$ cat src/rtl/teclado_cajero.sv
// -----------------------------------------------------------------------------
// teclado_cajero
//
// Purpose:
//   This is the keypad front-end for an ATM.
//   - While a card is present, it forwards up to four PIN digits to the
//     controller, one strobe per digit.
//   - It waits for the controller to accept or reject the PIN.
//   - After that it builds a 32-bit binary amount from decimal key presses.
//   - The amount goes to the controller on ENTER.
//   - The block then waits for the controller to finish the transaction.
//
// Ports:
//   clk                   in   system clock, rising edge
//   reset                 in   asynchronous active-high reset
//   tarjeta_recibida      in   card present (session active while high)
//   tecla[3:0]            in   key code: 0-9 digit, 10 ENTER, 11 BORRAR
//   tecla_stb             in   one-cycle strobe qualifying tecla
//   pin_incorrecto        in   controller: wrong PIN
//   bloqueo               in   controller: card blocked
//   balance_actualizado   in   controller: deposit done
//   entregar_dinero       in   controller: withdrawal done
//   fondos_insuficientes  in   controller: withdrawal refused
//   digito[3:0]           out  PIN digit to the controller
//   digito_stb            out  one-cycle strobe qualifying digito
//   monto[31:0]           out  binary amount to the controller
//   monto_stb             out  one-cycle strobe qualifying monto
//   desborde              out  one-cycle pulse, amount digit rejected
// -----------------------------------------------------------------------------
module teclado_cajero (
  input  logic        clk,
  input  logic        reset,
  input  logic        tarjeta_recibida,
  input  logic [3:0]  tecla,
  input  logic        tecla_stb,
  input  logic        pin_incorrecto,
  input  logic        bloqueo,
  input  logic        balance_actualizado,
  input  logic        entregar_dinero,
  input  logic        fondos_insuficientes,
  output logic [3:0]  digito,
  output logic        digito_stb,
  output logic [31:0] monto,
  output logic        monto_stb,
  output logic        desborde
);

  typedef enum logic [2:0] {
    INICIO     = 3'd0,
    PIN        = 3'd1,
    ESPERA_PIN = 3'd2,
    MONTO      = 3'd3,
    ESPERA_FIN = 3'd4
  } state_t;

  localparam logic [3:0] KEY_ENTER  = 4'd10;
  localparam logic [3:0] KEY_BORRAR = 4'd11;

  state_t      r_state;
  logic [2:0]  r_count;
  logic [31:0] r_acc;
  logic        r_has_digit;
  logic [3:0]  r_digito;
  logic        r_digito_stb;
  logic [31:0] r_monto;
  logic        r_monto_stb;
  logic        r_desborde;

  state_t      w_state_next;
  logic [2:0]  w_count_next;
  logic [31:0] w_acc_next;
  logic        w_has_digit_next;
  logic [3:0]  w_digito_next;
  logic        w_digito_stb_next;
  logic [31:0] w_monto_next;
  logic        w_monto_stb_next;
  logic        w_desborde_next;

  logic        w_es_digito;
  logic        w_es_enter;
  logic        w_es_borrar;
  logic        w_abort;
  logic        w_fin;
  logic [35:0] w_acc_x10;
  logic        w_overflow;

  assign w_es_digito = tecla_stb && (tecla <= 4'd9);
  assign w_es_enter  = tecla_stb && (tecla == KEY_ENTER);
  assign w_es_borrar = tecla_stb && (tecla == KEY_BORRAR);
  assign w_abort     = bloqueo || !tarjeta_recibida;
  assign w_fin       = balance_actualizado || entregar_dinero || fondos_insuficientes;

  // The worst case is (2^32-1)*10+9, which fits in 36 bits.
  // A value in bits [35:32] means the new amount does not fit in 32 bits.
  assign w_acc_x10  = {4'b0000, r_acc} * 36'd10 + {32'd0, tecla};
  assign w_overflow = |w_acc_x10[35:32];

  always_ff @(posedge clk or posedge reset) begin
    if (reset) begin
      r_state      <= INICIO;
      r_count      <= 3'd0;
      r_acc        <= 32'd0;
      r_has_digit  <= 1'b0;
      r_digito     <= 4'd0;
      r_digito_stb <= 1'b0;
      r_monto      <= 32'd0;
      r_monto_stb  <= 1'b0;
      r_desborde   <= 1'b0;
    end else begin
      r_state      <= w_state_next;
      r_count      <= w_count_next;
      r_acc        <= w_acc_next;
      r_has_digit  <= w_has_digit_next;
      r_digito     <= w_digito_next;
      r_digito_stb <= w_digito_stb_next;
      r_monto      <= w_monto_next;
      r_monto_stb  <= w_monto_stb_next;
      r_desborde   <= w_desborde_next;
    end
  end

  always_comb begin
    w_state_next      = r_state;
    w_count_next      = r_count;
    w_acc_next        = r_acc;
    w_has_digit_next  = r_has_digit;
    w_digito_next     = r_digito;
    w_monto_next      = r_monto;
    w_digito_stb_next = 1'b0;
    w_monto_stb_next  = 1'b0;
    w_desborde_next   = 1'b0;

    // Losing the card or being blocked overrides any key in the same cycle.
    if (w_abort) begin
      w_state_next     = INICIO;
      w_count_next     = 3'd0;
      w_acc_next       = 32'd0;
      w_has_digit_next = 1'b0;
    end else begin
      case (r_state)
        INICIO: begin
          // The card is present here, because w_abort is low.
          w_state_next     = PIN;
          w_count_next     = 3'd0;
          w_acc_next       = 32'd0;
          w_has_digit_next = 1'b0;
        end

        PIN: begin
          if (w_es_digito) begin
            w_digito_next     = tecla;
            w_digito_stb_next = 1'b1;
            w_count_next      = r_count + 3'd1;
            if (r_count == 3'd3) begin
              w_state_next = ESPERA_PIN;
            end
          end
        end

        ESPERA_PIN: begin
          // A wrong-PIN indication wins over a key in the same cycle.
          if (pin_incorrecto) begin
            w_state_next = PIN;
            w_count_next = 3'd0;
          end else if (w_es_digito) begin
            // The first amount digit is the key that leaves this state.
            w_state_next     = MONTO;
            w_acc_next       = {28'd0, tecla};
            w_has_digit_next = 1'b1;
          end
        end

        MONTO: begin
          if (w_es_digito) begin
            if (w_overflow) begin
              w_desborde_next = 1'b1;
            end else begin
              w_acc_next       = w_acc_x10[31:0];
              w_has_digit_next = 1'b1;
            end
          end else if (w_es_borrar) begin
            w_acc_next       = 32'd0;
            w_has_digit_next = 1'b0;
          end else if (w_es_enter && r_has_digit) begin
            w_monto_next     = r_acc;
            w_monto_stb_next = 1'b1;
            w_state_next     = ESPERA_FIN;
          end
        end

        ESPERA_FIN: begin
          if (w_fin) begin
            w_state_next     = INICIO;
            w_acc_next       = 32'd0;
            w_has_digit_next = 1'b0;
          end
        end

        default: begin
          w_state_next = INICIO;
        end
      endcase
    end
  end

  assign digito     = r_digito;
  assign digito_stb = r_digito_stb;
  assign monto      = r_monto;
  assign monto_stb  = r_monto_stb;
  assign desborde   = r_desborde;

endmodule

$ cat config.mk
export PLATFORM = sky130hd
export DESIGN_NAME = teclado_cajero
export DESIGN_NICKNAME = d
export VERILOG_FILES = /design/src/rtl/teclado_cajero.sv
export SDC_FILE = /design/constraint.sdc
export NUM_CORES = 1
export LEC_CHECK = 0
export CORE_MARGIN = 10
export CORE_UTILIZATION = 48
export CTS_CLUSTER_DIAMETER = 30
export DETAILED_ROUTE_END_ITERATION = 7
export GPL_TIMING_DRIVEN = 1
export MAX_ROUTING_LAYER = met4
export PLACE_DENSITY_LB_ADDON = 0.08
export SKIP_LAST_GASP = 1
export SLEW_MARGIN = 20
export SYNTH_ARGS = -nofsm -noshare
export SYNTH_HDL_FRONTEND = slang
export SYNTH_SLANG_ARGS = --single-unit
export TNS_END_PERCENT = 1
$ cat constraint.sdc
create_clock -name clk -period 6.3 [get_ports clk]
set_clock_uncertainty 0.2 [all_clocks]
set_input_delay 0.63 -clock clk [delete_from_list [all_inputs] [get_ports clk]]
set_output_delay 0.63 -clock clk [all_outputs]
set_load 0.1 [all_outputs]
==> metrics.log, run 1 <==
[metrics] run status: complete, no violations
[metrics] RSZ-0062 raised after global routing: no
[metrics] Period Utilization, post-route: 79.4%
[metrics] proportion of synthesized chip area in sequential cells: 30.5%
[metrics] iteration-0 DRC count of the detailed router: 489
[metrics] worst hold path class: reg -> reg
[metrics] worst endpoint data arrival time: 5.07 ns
[metrics] starting density of the core: 48.7%
[metrics] synthesized area per cell: 8.95 sq um
[metrics] global route total overflow: 0
[metrics] final hold violation count: 0
[metrics] worst supply voltage drop on vdd: 0.000125 V
[metrics] most frequent cells after synthesis: sky130_fd_sc_hd__nand2_1 (163), sky130_fd_sc_hd__dfrtp_1 (78), sky130_fd_sc_hd__ha_1 (65), sky130_fd_sc_hd__a21oi_1 (38), sky130_fd_sc_hd__nor2_1 (28)
[metrics] half-perimeter wire length after placement: 12,500 microns
[metrics] Die H: 135 microns
[metrics] mapped cell area: 6400 sq um
[metrics] post-detailed-route wirelength per cell: 17.5 microns
[metrics] clock network latency to the later pin of the worst-skew pair: between 0.3 and 0.4 ns
[metrics] Place WS: 1.30 ns
[metrics] maximum number of pins on one net before global-route repair: 79
[metrics] number of instances resized during post-cts repair: 0
[metrics] placer's final routability congestion estimate: roughly 0.94
[metrics] Crit Path Class: reg -> reg
[metrics] pwr/cell area: between 150 and 200 nW/um^2
[metrics] final antenna-violating net count: 0
[metrics] post-synthesis net count: 795
[metrics] number of primary I/O pins: 52
[metrics] Async S/R FF share, synth: 100%
[metrics] Ys Warns: 0
[metrics] H-tree lvl count: 3
[metrics] number of endpoints failing setup at the final stage: 0
[metrics] CP Max Fanout: 32
[metrics] critical path launch point type: register
[metrics] leakage power: 3.49 nW
[metrics] CTS tree: yes
[metrics] critical-path cell list: ha_1 -> ha_1 -> fa_1 -> nand3_1 -> a211oi_1 -> o311ai_1 -> nand3_1 -> xor2_1 -> nor4b_2 -> nand4_1 -> nor4_2 -> mux2_4 -> o31ai_4 -> buf_4 -> a32o_1
[metrics] row count: between 40 and 50
[metrics] number of buffers added by the clock tree synthesis step: 9
[metrics] mean number of vias per cell: 5.79
[metrics] tightest slew margin relative to the limit: 32.8%
[metrics] initial antenna violation count: 0
[metrics] count of distinct cell types in the synthesized netlist: 82
[metrics] number of port buffers: between 50 and 60
[metrics] Period minus WS final: 5.00 ns
[metrics] core footprint: 13,100 sq um
[metrics] instance count of the mapped netlist: 715
[metrics] setup slack of the worst register-to-register path: 1.30 ns
[metrics] endpoint class of the critical path: register
[metrics] number of detailed-route iterations in the first pass: 5
[metrics] total number of vias: 5,365
[metrics] slowest cell delay on critical path: about 0.46 ns
[metrics] Total Routing Usage GR: between 10% and 20%
[metrics] root cell of the clock tree: sky130_fd_sc_hd__clkbuf_16
[metrics] register bit count reported by yosys: 78
[metrics] share of cells above drive strength 1: a little under a tenth
[metrics] Synth area leaders: sky130_fd_sc_hd__dfrtp_1 (30%), sky130_fd_sc_hd__ha_1 (13%), sky130_fd_sc_hd__nand2_1 (9.6%), sky130_fd_sc_hd__o2bb2ai_2 (4.9%), sky130_fd_sc_hd__xor2_1 (3.1%)
[metrics] Max clock buf depth: 2
[metrics] slowest stage cell on the critical path: sky130_fd_sc_hd__fa_1
[metrics] area added between synthesis and finish: 13.8%
[metrics] drt total wl: 16,200 microns
[metrics] min setup slack post-route: 1.30 ns
[metrics] Clock Sink Count: 78
[metrics] via count of the first global-routing pass: 5,168
[metrics] Final Instance Area: 7280 sq um
[metrics] Inserted Diodes: 0
[metrics] most frequent cell after synthesis: sky130_fd_sc_hd__nand2_1
[metrics] clock transition at the registers of the reported paths: 0.06 ns
[metrics] DIE AREA: about 18,000 sq um
[metrics] final net count: 827
[metrics] portion of synthesized cell area occupied by the leading cell type: 30.5%
[metrics] Max Cap Violations: 0
[metrics] final number of max-transition violations: 0
[metrics] Post-DP Area: 6960 sq um
[metrics] first-pass GRT wire length: 26,800 microns
[metrics] most common flop cell mapped by yosys: sky130_fd_sc_hd__dfrtp_1
[metrics] upper clock frequency limit: 200 MHz
[metrics] setup tns final: 0 ns
[metrics] most area-hungry cell type in the Yosys netlist: sky130_fd_sc_hd__dfrtp_1
[metrics] number of enable-type register cells in the synthesized netlist: 0
[metrics] worst-margin pin slew: around 1.0 ns
[metrics] Die Width: 135 microns
[metrics] setup bufs post-CTS: 0
[metrics] critical path required time: 6.37 ns
[metrics] number of buffers added to fix hold violations after cts: 0
[metrics] DRC violation count after routing: 0
==> final timing paths <==
path / startpoint / end / depth (start not counted)
min in group asynchronous: reset / monto[19]$_DFFE_PP0P_ / 3
setup / recovery: r_acc[1]$_DFFE_PP0P_ / r_acc[28]$_DFFE_PP0P_ / 15
setup reg to reg: r_acc[1]$_DFFE_PP0P_ / r_acc[28]$_DFFE_PP0P_ / 15
hold reg to reg: monto[28]$_DFFE_PP0P_ / monto[28]$_DFFE_PP0P_ / 2
max in group asynchronous: reset / r_acc[19]$_DFFE_PP0P_ / 3
hold / removal: monto[28]$_DFFE_PP0P_ / monto[28]$_DFFE_PP0P_ / 2
==> kinds of logic after synthesis <==
logic type / synth area share [%]
AOI/OAI and AO/OA: 22.2
and+or+nand+nor: 22.7
muxes: 0.704
buffers and inverters: 4.01
adders and majority gates: 13.3
DFF: 30.5
xor gates and xnor gates: 6.53
==> metrics by stage <==
step / power, W / utilization [%] / std cells / hold WS, ns
finish: 0.00118 / 55.4 / 927 / 0.271
floorplan: 0.000601 / - / 715 / 0.250
global route: 0.00122 / 55.4 / 927 / 0.293
global placement: 0.000630 / 53.0 / 912 / 0.257
detailed placement: 0.000631 / 53.0 / 912 / 0.262
CTS: 0.00119 / 55.4 / 927 / 0.277
==> metal layers <==
metal / wire length [microns] / global-route usage, % / vias to the layer above / part of all wire (%)
met3: 737 / 2.67 / 17 / 4.5
li1: - / - / 2661 / -
met4: 227 / 5.26 / 0 / 1.4
met2: 6940 / 26.6 / 123 / 43
met1: 8310 / 25.9 / 2564 / 51
met5: 0 / - / - / 0
==> state kept, by name (all words and copies together), names as in the netlist <==
register and flops:
digito_stb 1, r_count 3, r_has_digit 1, r_acc 32, desborde 1, r_state 3, monto 32, monto_stb 1
digito 4
==> critical path, delay by kind of cell (launching register included) <==
kind / cells / cell delay (ns)
DFF: 1 / 0.45
adders and majority gates: 3 / 1.04
and+or+nand+nor: 5 / 1.23
AOI/OAI and AO/OA: 4 / 0.91
buffers and inverters: 1 / 0.45
muxes: 1 / 0.38
xor gates and xnor gates: 1 / 0.26
==> where the power goes <==
part | internal, W | switching (W) | total (W)
logic | 0.0000270 | 0.0000794 | 0.000106
registers | 0.000508 | 0.00000644 | 0.000515
clock network | 0.000356 | 0.000206 | 0.000562
==> final cells by class <==
class                           instances  area [sq um]
Inverter                               15          56.3
Sequential cell                        78          1950
Clock buffer                           10           239
Multi-Input combinational cell        588          4190
Tap cell                              176           220
Timing Repair Buffer                   55           541
Clock inverter                          5          83.8
Fill cell                            1165          5850
==> placed cells by master (no fill, tap or decap), drive strengths merged, types with 9 or more instances in the layout <==
cell type      instances
nand2                163
dfrtp                 78
ha                    65
clkdlybuf4s50         51
a21oi                 41
o2bb2ai               30
nor2                  28
xor2                  24
nand3                 22
xnor2                 22
o21ai                 21
a21o                  15
nor3                  15
inv                   15
nand4                 12
nor2b                 10
clkbuf                10
and2                   9
a31oi                  9
Note: power is estimated with default switching activity, not from simulation.
==> run 2: changes to the inputs <==
==> constraint.sdc (replaced) <==
create_clock -name clk -period 4.62 [get_ports clk]
set_clock_uncertainty 0.2 [all_clocks]
set_input_delay 0.462 -clock clk [delete_from_list [all_inputs] [get_ports clk]]
set_output_delay 0.462 -clock clk [all_outputs]
set_load 0.1 [all_outputs]
==> run 2 against run 1 <==
Compared with the run above: die area unchanged; largest power group is now registers; design area increased by 6.0%; largest cell class unchanged; clock-buffer cell count unchanged.
==> metrics.log, run 2 (synthesis results as in run 1) <==
[metrics] run status: complete, no violations
[metrics] number of port buffers: 51
[metrics] count of buffering cells on the critical path with inverters included: 4
[metrics] crit-path leading delay family: compound AO/OA/AOI/OAI gates
[metrics] row count: 42
[metrics] Logic pwr share: under 10%
[metrics] leakage power: 3.72 nW
[metrics] Max clock buf depth: 2
[metrics] upper clock frequency limit: 221 MHz
[metrics] endpoint of the worst hold path: monto[23]$_DFFE_PP0P_
[metrics] number of detailed-route iterations in the first pass: 5
[metrics] number of endpoints failing setup at the final stage: 0
[metrics] worst supply voltage drop on vdd: 0.000160 V
[metrics] switching power: approximately 0.00039 W
[metrics] Clock Sink Count: 78
[metrics] critical-path cell list: ha_1 -> ha_2 -> nand4_4 -> buf_4 -> a21o_1 -> a211oi_1 -> and3b_1 -> xnor2_2 -> and4_4 -> buf_4 -> and4_4 -> a311oi_1 -> mux2_4 -> o31ai_4 -> buf_6 -> buf_12 -> o2bb2ai_1
[metrics] internal power: about 0.0012 W
[metrics] Max Cap Violations: 0
[metrics] critical path required time: 4.67 ns
[metrics] worst hold path class: reg -> reg
[metrics] slowest stage cell on the critical path: sky130_fd_sc_hd__dfrtp_1
[metrics] Crit Path Class: reg -> reg
[metrics] starting density of the core: 48.7%
[metrics] H-tree lvl count: 3
[metrics] final antenna-violating net count: 0
[metrics] tightest slew margin relative to the limit: 32.5%
[metrics] post-detailed-route wirelength per cell: around 18 microns
[metrics] total number of vias: ~5,700
[metrics] half-perimeter wire length after placement: 13,600 microns
[metrics] Util after Layout: between 50% and 60%
[metrics] root cell of the clock tree: sky130_fd_sc_hd__clkbuf_16
[metrics] worst-margin pin slew: a little over 1 ns
[metrics] RSZ-0062 raised after global routing: yes
[metrics] worst endpoint data arrival time: 4.57 ns
[metrics] pwr/cell area: 200 nW/um^2
[metrics] Inserted Diodes: 0
[metrics] first-pass GRT wire length: around 28,000 microns
[metrics] final number of max-transition violations: 0
[metrics] CP Max Fanout: 12
[metrics] Period Utilization, post-route: a little over nine tenths
[metrics] WHS Path Cells: 2
[metrics] end of the worst register-to-register path: r_acc[1]$_DFFE_PP0P_
[metrics] Die Width: between 100 and 150 microns
[metrics] final hold violation count: 0
[metrics] CTS tree: yes
[metrics] slowest cell delay on critical path: roughly 0.48 ns
[metrics] most common cell after layout, fill and taps aside: sky130_fd_sc_hd__nand2_1
[metrics] drt total wl: about 17,000 microns
[metrics] Flop pwr share: 45.6%
[metrics] clock transition at the registers of the reported paths: about 0.060 ns
[metrics] R2R depth: 17
[metrics] Total Routing Usage GR: 19.3%
[metrics] final hold slack: 0.273 ns
[metrics] maximum number of pins on one net before global-route repair: 50
[metrics] iteration-0 DRC count of the detailed router: 351
[metrics] sw frac: 25.3%
[metrics] reg2reg start: r_acc[9]$_DFFE_PP0P_
[metrics] number of primary I/O pins: 52
[metrics] number of standard cells in the final layout excluding fillers: 972
[metrics] critical path launch point type: register
[metrics] HP Start: monto[23]$_DFFE_PP0P_
[metrics] via count of the first global-routing pass: 5,375
[metrics] Period minus WS final: approximately 4.5 ns
[metrics] placed instance count: 951
[metrics] Post-DP Area: 7280 sq um
[metrics] core footprint: 13,100 sq um
[metrics] endpoint class of the critical path: register
[metrics] DRC violation count after routing: 0
[metrics] Place WS: -0.00187 ns
[metrics] initial antenna violation count: 0
[metrics] clock network latency to the later pin of the worst-skew pair: between 0.3 and 0.4 ns
[metrics] setup slack of the worst register-to-register path: 0.10 ns
[metrics] final net count: 872
[metrics] placer's final routability congestion estimate: 0.934
[metrics] Final Instance Area: 7720 sq um
[metrics] min setup slack post-route: a little over 0.1 ns
[metrics] global route total overflow: 0
[metrics] area added between synthesis and finish: 20.6%
[metrics] number of buffers added by the clock tree synthesis step: 9
[metrics] most frequent cells in the layout: sky130_fd_sc_hd__nand2_1 (162), sky130_fd_sc_hd__dfrtp_1 (78), sky130_fd_sc_hd__ha_1 (61)
[metrics] share of cells above drive strength 1: between 10% and 20%
[metrics] fraction of power consumed by the clock network: between 40% and 50%
[metrics] mean number of vias per cell: around 5.8
[metrics] DIE AREA: 18,400 sq um
[metrics] Die H: ~140 microns
-- run 2: cell count changes in the layout (fill, tap and decap cells not counted), moves of 3 or more --
cell / previous run / this run
sky130_fd_sc_hd__buf_4: 4 / 45
sky130_fd_sc_hd__ha_1: 65 / 61
sky130_fd_sc_hd__ha_2: 0 / 4
sky130_fd_sc_hd__a21oi_1: 38 / 35
sky130_fd_sc_hd__a21oi_2: 3 / 6
-- run 2: worst register-to-register path, delay by kind of cell, from the launching register on --
family	cells	cell delay (ns)
adder cells (fa/ha/maj)	2	0.79
flip-flops	1	0.48
AND/OR/NAND/NOR	4	0.86
XOR/XNOR	1	0.22
AO/OA/AOI/OAI	5	1.01
multiplexers	1	0.30
buffers and inverters	4	0.59
-- run 2: what timing repair did --
item	in CTS	in global routing
buffers inserted	3	2
gates resized for setup	6	15
setup endpoints to repair	11	32
pin swaps	5	3
hold buffers	0	0
cloned	1	0
-- run 2: cell type report --
cell class / instances / area [sq um]
Sequential cell: 78 / 1950
Clock inverter: 5 / 61.3
Clock buffer: 10 / 229
Tap cell: 176 / 220
Inverter: 15 / 57.6
Multi-Input combinational cell: 588 / 4270
Timing Repair Buffer: 100 / 927
Fill cell: 1181 / 5420
-- run 2: power groups by stage --
| stage | clock network [W] | registers (W) | logic, W |
|---|---|---|---|
| 4_1_cts | 0.000699 | 0.000702 | 0.000153 |
| 2_1_floorplan | 0 | 0.000772 | 0.0000467 |
| 5_1_grt | 0.000735 | 0.000703 | 0.000161 |
| 6_report | 0.000687 | 0.000702 | 0.000151 |
| 3_5_place_dp | 0 | 0.000715 | 0.000148 |
| 3_3_place_gp | 0 | 0.000714 | 0.000147 |
-- run 2: layer usage --
layer	track usage (%)	wire, microns	up-vias
met3	1.82	698	12
met5	-	0	-
met1	26.8	8550	2759
met2	29.3	7880	150
li1	-	-	2755
met4	5.50	174	0
-- run 2: worst max path at each step --
stage	cells past startpoint	startpoint	endpoint
2_1_floorplan	15	r_acc[1]$_DFFE_PP0P_	r_acc[3]$_DFFE_PP0P_
3_3_place_gp	15	r_acc[10]$_DFFE_PP0P_	r_acc[1]$_DFFE_PP0P_
3_5_place_dp	15	r_acc[10]$_DFFE_PP0P_	r_acc[1]$_DFFE_PP0P_
4_1_cts	16	r_acc[8]$_DFFE_PP0P_	r_acc[1]$_DFFE_PP0P_
5_1_grt	18	r_acc[9]$_DFFE_PP0P_	r_acc[28]$_DFFE_PP0P_
6_report	17	r_acc[9]$_DFFE_PP0P_	r_acc[1]$_DFFE_PP0P_
-- run 2: per-stage QoR --
step,TNS (ns),power [W]
global placement,0,0.000861
finish,0,0.00154
global route,-1.03,0.00160
detailed placement,-0.00187,0.000863
CTS,0,0.00155
floorplan,0,0.000819
